### src/rtl/sipo_pkg.sv
// Shared types and constants for the serial-in/parallel-out receiver.
package sipo_pkg;

    typedef enum logic [1:0] {
        IDLE   = 2'd0,
        DATA   = 2'd1,
        PARITY = 2'd2
    } state_t;

    localparam int WIDTH_DEF = 8;

    // Counter must be able to hold WIDTH itself while the parity bit is awaited.
    function automatic int cnt_width(input int w);
        return $clog2(w + 1);
    endfunction

endpackage

### src/rtl/sipo_bitcnt.sv
// Bit position counter for sipo; clear+enable together restarts at one.
module sipo_bitcnt
    import sipo_pkg::*;
#(
    parameter int WIDTH = WIDTH_DEF,
    parameter int CW    = cnt_width(WIDTH)
) (
    input  logic          clk,
    input  logic          rst,
    input  logic          en,
    input  logic          clr,
    output logic [CW-1:0] count,
    output logic          tc
);

    always_ff @(posedge clk or negedge rst) begin
        if (!rst) begin
            count <= '0;
        end else if (clr) begin
            count <= en ? CW'(1) : '0;
        end else if (en) begin
            count <= count + CW'(1);
        end
    end

    assign tc = (count == CW'(WIDTH - 1));

endmodule

### src/rtl/sipo.sv
// Serial-in/parallel-out receiver, LSB first, with sync realignment.
// Define SIPO_PARITY_EN to append an even-parity bit to every frame.
module sipo
    import sipo_pkg::*;
#(
    parameter int WIDTH = WIDTH_DEF
) (
    input  logic             clk,
    input  logic             rst,
    input  logic             din,
    input  logic             din_valid,
    input  logic             sync,
    output logic [WIDTH-1:0] dout,
    output logic             dout_valid,
    output logic             parity_err,
    output logic             busy
);

    localparam int CW = cnt_width(WIDTH);

    state_t           state;
    state_t           state_n;
    logic [CW-1:0]    count;
    logic [CW-1:0]    wr_idx;
    logic             tc;
    logic             cnt_en;
    logic             cnt_clr;
    logic             capture;
    logic             load_word;
    logic [WIDTH-1:0] shreg;
    logic [WIDTH-1:0] word_next;

    sipo_bitcnt #(.WIDTH(WIDTH), .CW(CW)) u_bitcnt (
        .clk  (clk),
        .rst  (rst),
        .en   (cnt_en),
        .clr  (cnt_clr),
        .count(count),
        .tc   (tc)
    );

    always_ff @(posedge clk or negedge rst) begin
        if (!rst) begin
            state <= IDLE;
        end else begin
            state <= state_n;
        end
    end

    always_comb begin
        state_n   = state;
        cnt_en    = 1'b0;
        cnt_clr   = 1'b0;
        capture   = 1'b0;
        load_word = 1'b0;
        if (sync) begin
            // Realign: drop the partial word; a bit on this edge becomes bit 0.
            cnt_clr = 1'b1;
            state_n = IDLE;
            if (din_valid) begin
                cnt_en  = 1'b1;
                capture = 1'b1;
                state_n = DATA;
            end
        end else if (din_valid) begin
            case (state)
                IDLE, DATA: begin
                    capture = 1'b1;
                    if (tc) begin
`ifdef SIPO_PARITY_EN
                        cnt_en    = 1'b1;
                        state_n   = PARITY;
`else
                        cnt_clr   = 1'b1;
                        load_word = 1'b1;
                        state_n   = IDLE;
`endif
                    end else begin
                        cnt_en  = 1'b1;
                        state_n = DATA;
                    end
                end
`ifdef SIPO_PARITY_EN
                PARITY: begin
                    cnt_clr   = 1'b1;
                    load_word = 1'b1;
                    state_n   = IDLE;
                end
`endif
                default: begin
                    cnt_clr = 1'b1;
                    state_n = IDLE;
                end
            endcase
        end
    end

    assign wr_idx = sync ? '0 : count;

    always_comb begin
        word_next = shreg;
        if (capture) begin
            for (int i = 0; i < WIDTH; i++) begin
                if (wr_idx == CW'(i)) word_next[i] = din;
            end
        end
    end

    always_ff @(posedge clk or negedge rst) begin
        if (!rst) begin
            shreg <= '0;
        end else if (capture) begin
            shreg <= word_next;
        end
    end

    always_ff @(posedge clk or negedge rst) begin
        if (!rst) begin
            dout       <= '0;
            dout_valid <= 1'b0;
        end else begin
            dout_valid <= load_word;
            if (load_word) dout <= word_next;
        end
    end

`ifdef SIPO_PARITY_EN
    always_ff @(posedge clk or negedge rst) begin
        if (!rst) begin
            parity_err <= 1'b0;
        end else if (load_word) begin
            parity_err <= (^shreg) ^ din;
        end
    end
`else
    assign parity_err = 1'b0;
`endif

    assign busy = (state != IDLE);

endmodule

### config.mk
export PLATFORM = sky130hd
export DESIGN_NAME = sipo
export DESIGN_NICKNAME = d
export VERILOG_FILES = /design/src/rtl/sipo_pkg.sv /design/src/rtl/sipo_bitcnt.sv /design/src/rtl/sipo.sv
export SDC_FILE = /design/constraint.sdc
export NUM_CORES = 1
export LEC_CHECK = 0
export BUFFER_PORTS_ARGS = -buffer_cell sky130_fd_sc_hd__buf_2
export CORE_MARGIN = 3
export CORE_UTILIZATION = 30
export CTS_CLUSTER_SIZE = 12
export DETAILED_ROUTE_END_ITERATION = 16
export PLACE_DENSITY = 0.45
export SLEW_MARGIN = 25
export SYNTH_ARGS = -nofsm -noshare
export SYNTH_HDL_FRONTEND = slang
export SYNTH_SLANG_ARGS = --single-unit
export TNS_END_PERCENT = 30
### constraint.sdc
create_clock -name clk -period 2 [get_ports clk]
set_clock_uncertainty 0.05 [all_clocks]
set_input_delay 0.1 -clock clk [delete_from_list [all_inputs] [get_ports clk]]
set_output_delay 0.1 -clock clk [all_outputs]
set_load 0.02 [all_outputs]
==> flow_summary.ini, run 1 <==
[floorplan]
die_area_um2 = 4290
coreArea_um2 = 3200
num_io_pins = 16
fp.dieH_um = 65.5
initial_utilization_pct = 33.1
rows = 20
die_w_um = 65.5

[clock_tree]
cts_tree = done
cts_buffers = 3
clock_path_buffers = 2
cts_resized = 0
cts.sinks = 22
cts_root_buffer = clkbuf_4
clock_latency_ns = 0.31
clk_pin_slew_ns = 0.12
htree_num_levels = 1

[synthesis]
synthTopCellsByArea = dfrtp_1 (52%), mux2_2 (12%), a21oi_1 (4.2%)
synth_cells = 93
synth.avg_cell_area_um2 = 11.4
yosys.area.top_type = dfrtp_1
synth_top_area_share_pct = 51.9
synth-async-reset-ratio_pct = 100
ys_seq_area_share_pct = 51.9
yosysMostFrequentCell = dfrtp_1
ys_ff_latch = 22
synth_edf_count = 0
synth_cell_types = 29
synth-warning-count = 0
synth_common_cells = dfrtp_1 (22), mux2_2 (11), nand2_1 (10), a21oi_1 (9)
synth_ff_type = dfrtp_1
syn_area_um2 = 1060
syn_nets = 99

[pwr]
cell_internal_pwr_uw = 749
power.leakage_uw = 0.000598
p_switching_uw = 229
power.total_uw = 977
ir_drop_mv = 0.315
p_per_area_nw_per_um2 = 805
power.share.combinational_pct = 13.5
switching_share_pct = 23.4
clkPwrFrac_pct = 35.0
seqPwrFrac_pct = 51.6

[worst_setup_path]
crit_type = reg -> reg
end_kind = flop
cp_max_fo = 14
worstPathArrival_ns = 1.77
crit_required_ns = 2.16
start_kind = flop

[routing]
drt_iter0_drc = 43
num_vias = 705
vias_per_cell = 4.70
drc = 0
wl_per_cell_um = 12.9
ant_nets = 0
routed_wl_um = 1940
drt_pass1_iterations = 4

[cells_and_area]
antenna_cells = 0
nets = 113
fin_cells = 150
fin_util_pct = 37.9
area_growth_pct = 14.4
fill_cells = 347
drive_gt1_share_pct = 32.1

[global_routing]
grt_pass1_vias = 715
grt_usage_pct = 10.5
grt_max_degree = 23
antenna_found_initial = 0
grt_pass1_wl_um = 3390
grt-ovfl-total = 0

[timing]
finalCriticalPeriod_ns = 1.60
finalSetupTns_ns = 0
whs_ns = 0.0481
min_period_over_period_pct = 80.2
setup_viol = 0
hold_viol_final = 0
rsz0062_at_grt = false
slew_violations = 0
fmax_mhz = 623

[worst_hold_path]
hold_path.class = in -> reg

[status]
outcome = completed

[placed_design]
gp_congestion = 0.709
io_buffer_count = 14
dp_cells = 145
dp_hpwl_um = 1350

[run]
cap_violations = 0
[final timing paths]
| kind | startpoint | to | slack [ns] | depth (start not counted) |
|---|---|---|---|---|
| setup / recovery | u_bitcnt.count[3]$_DFFE_PN0P_ | dout[0]$_DFFE_PN0P_ | 0.40 | 3 |
| hold / removal | sync | u_bitcnt.count[3]$_DFFE_PN0P_ | 0.05 | 2 |
| setup reg to reg | u_bitcnt.count[3]$_DFFE_PN0P_ | dout[0]$_DFFE_PN0P_ | 0.40 | 3 |
| hold reg to reg | shreg[1]$_DFFE_PN0P_ | dout[1]$_DFFE_PN0P_ | 0.46 | 1 |
| max in group asynchronous | rst | dout[7]$_DFFE_PN0P_ | 1.35 | 2 |
| min in group asynchronous | rst | dout[3]$_DFFE_PN0P_ | 0.22 | 2 |
[flip-flops by register name, summed over array words and instances (netlist names)]
name	flops
dout	8
dout_valid	1
u_bitcnt.count	4
shreg	8
state	1
[per-stage QoR]
step	setup slack, ns	instance area [um2]
after global routing	0.333	1210
after CTS	0.376	1210
final	0.396	1210
after global placement	0.440	1150
after floorplan	0.573	1060
after detailed placement	0.389	1150
[placed cells by master, fill, tap and decap left out]
master,n
o2bb2ai_1,1
dfrtp_1,22
nand4_1,1
o21ai_0,1
mux2_4,1
nand2_1,10
buf_2,14
nand3_1,3
and4bb_4,1
a31oi_1,4
a21oi_1,9
nor2b_1,1
conb_1,1
nor4b_4,1
nor4bb_1,1
or3_1,1
mux2i_1,4
nor2_1,2
ha_1,1
nor4_1,1
o21bai_1,1
clkbuf_4,3
inv_1,4
xor2_1,1
mux2_2,11
bufinv_16,1
and2b_1,1
nand3b_1,1
dlygate4sd3_1,1
buf_4,2
[power by group through the flow]
stage               Sequential, uW  Clock (uW)  Combinational (uW)
floorplan                      518           0                89.8
global placement               514           0                 134
detailed placement             514           0                 134
CTS                            505         361                 136
global route                   512         378                 149
finish                         504         342                 132
[cell families after synthesis]
kind of cell,share of synthesized area (%)
flops,51.9
mux,16.9
simple gates,14.2
xor+xnor,0.826
buf+inv,6.13
fa+ha+maj,1.18
compound gates,8.61
other cells,0.353
[per-layer routing]
| layer | routed length, um | share of wire (%) | up-vias | GRT usage, % |
|---|---|---|---|---|
| met5 | 0 | 0 | - | 0 |
| met3 | 86 | 4.4 | 2 | 4.44 |
| met4 | 23 | 1.2 | 0 | 3.89 |
| met1 | 915 | 47 | 344 | 13.3 |
| li1 | - | - | 347 | - |
| met2 | 915 | 47 | 12 | 15.7 |
[worst max-delay path: stages, from the launching register on]
cell	delay (ns)
dfrtp_1	0.47
and4bb_4	0.48
nand2_1	0.18
mux2_2	0.33
[timing repair]
action                    in CTS  in global routing
setup buffers                  0                  0
hold buffers                   1                  0
hold endpoints to repair      22                  0
[area by class of cell]
cell class | count | area [um2] | share of cell area [%]
Timing Repair Buffer | 17 | 95.1 | 7.84
Sequential cell | 22 | 551 | 45.4
Multi-Input combinational cell | 59 | 445 | 36.7
Clock inverter | 1 | 30.0 | 2.47
Inverter | 4 | 15.0 | 1.24
Tap cell | 44 | 55.1 | 4.54
Clock buffer | 3 | 22.5 | 1.86
Power figures use the tool's default switching activity.
==> run 2, diff against run 1 <==
==> constraint.sdc (replaced) <==
create_clock -name clk -period 1.6 [get_ports clk]
set_clock_uncertainty 0.05 [all_clocks]
set_input_delay 0.08 -clock clk [delete_from_list [all_inputs] [get_ports clk]]
set_output_delay 0.08 -clock clk [all_outputs]
set_load 0.02 [all_outputs]
==> run 2 against run 1 <==
Sequential share of layout area is 0.23 points lower. Clock power is 11% lower. Total power is 13% higher. Sequential power is 25% higher. Global-route usage hardly changed. Non-clock buffer count is 3 higher. Final area is 0.52% higher. First-iteration DRC count is 16% lower. Utilization is 0.20 points higher. Via count is 2.3% higher.
==> flow_summary.ini, run 2 (synthesis results as in run 1) <==
[worst_hold_path]
hold_path.class = in -> reg
hp-start = sync

[timing]
finalCriticalPeriod_ns = 1.46
setup_viol = 0
fmax_mhz = 684
slew_violations = 0
finalSetupTns_ns = 0
hold_viol_final = 0
whs_ns = 0.0349
rsz0062_at_grt = false
setup_slack_ns = 0.138
min_period_over_period_pct = 91.4

[worst_setup_path]
startpoint = u_bitcnt.count[2]$_DFFE_PN0P_
start_kind = flop
critPathBufInv = 0
crit_required_ns = 1.75
cp_slowest_cell = dfrtp_1
worstPathArrival_ns = 1.61
end_kind = flop
reg2reg_from = u_bitcnt.count[2]$_DFFE_PN0P_
crit_chain = and4bb_4, nand2_1, mux2_2
cp_max_fo = 6
crit_type = reg -> reg
slowest_delay_ns = 0.48
crit_family = flip-flops

[floorplan]
rows = 20
coreArea_um2 = 3200
initial_utilization_pct = 33.1
die_w_um = 65.5
num_io_pins = 16
fp.dieH_um = 65.5
die_area_um2 = 4290

[routing]
vias_per_cell = 4.71
drt_iter0_drc = 36
drc = 0
wl_per_cell_um = 12.3
ant_nets = 0
num_vias = 721
drt_pass1_iterations = 4
routed_wl_um = 1880

[clock_tree]
cts_tree = done
clk_pin_slew_ns = 0.12
cts.sinks = 22
cts_root_buffer = clkbuf_4
cts_resized = 0
clock_path_buffers = 2
htree_num_levels = 1
cts_buffers = 3
postCtsSetupBuffers = 0
clock_latency_ns = 0.30

[cells_and_area]
largestRegisters = dout x8, shreg x8, u_bitcnt.count x4
final_common_cell = dfrtp_1
multi_input_area_um2 = 445
nets = 116
fin_cells = 153
antenna_cells = 0
final_cell_mix = dfrtp_1 (22), buf_2 (14), mux2_2 (11)
fill_cells = 345
area_growth_pct = 15.0
regArea_um2 = 551
drive_gt1_share_pct = 33.9

[global_routing]
grt_pass1_vias = 728
grt_max_degree = 23
grt-ovfl-total = 0
grt_usage_pct = 10.5
antenna_found_initial = 0
grt_pass1_wl_um = 3480

[placed_design]
io_buffer_count = 14
pre_cts_ws_ns = 0.130
gp_congestion = 0.738
dp_cells = 148
dp_hpwl_um = 1390

[status]
outcome = completed

[run]
cap_violations = 0

[pwr]
power.leakage_uw = 0.000607
p_per_area_nw_per_um2 = 902
ir_drop_mv = 0.450
[run 2: metal layers]
layer	vias to the layer above	share of wire, %	global-route usage, %
met3	0	3.9	3.25
met5	-	0	0
li1	354	-	-
met1	356	51	14.4
met2	11	45	15.8
met4	0	0	3.11
[run 2: path summary, 6_finish.rpt]
check	endpoint	slack, ns	cells past startpoint
worst max-delay path	dout[0]$_DFFE_PN0P_	0.14	3
worst min register to register	dout[3]$_DFFE_PN0P_	0.46	1
min in group asynchronous	u_bitcnt.count[0]$_DFFE_PN0P_	0.20	2
worst min-delay path	u_bitcnt.count[1]$_DFFE_PN0P_	0.03	2
worst max register to register	dout[0]$_DFFE_PN0P_	0.14	3
max in group asynchronous	shreg[3]$_DFFE_PN0P_	0.97	2
[run 2: cell type report]
| type | instances | area share, % |
|---|---|---|
| Sequential cell | 22 | 45.1 |
| Multi-Input combinational cell | 59 | 36.5 |
| Clock buffer | 4 | 2.97 |
| Inverter | 4 | 1.23 |
| Tap cell | 44 | 4.51 |
| Timing Repair Buffer | 20 | 9.64 |
[run 2: through the flow]
step,power (uW),instance area (um2),util (%)
after floorplan,760,1060,-
after global placement,810,1170,36.6
after detailed placement,811,1170,36.6
after CTS,1130,1220,38.1
after global routing,1180,1220,38.1
final,1100,1220,38.1
[run 2: report_power, final]
part / switching (uW) / leakage (uW) / total [uW] / internal (uW)
clock network: 166 / 0.0000210 / 305 / 139
logic: 87.6 / 0.000293 / 166 / 78.4
registers: 23.9 / 0.000293 / 630 / 606
[run 2: worst register-to-register path: stages, from the launching register on]
cell      delay (ns)
dfrtp_1         0.48
and4bb_4        0.27
nand2_1         0.19
mux2_2          0.37
[run 2: timing repair]
action | 4_1_cts | 5_1_grt
hold endpoints to repair | 22 | 0
setup endpoints to repair | 0 | 0
hold buffers | 1 | 0
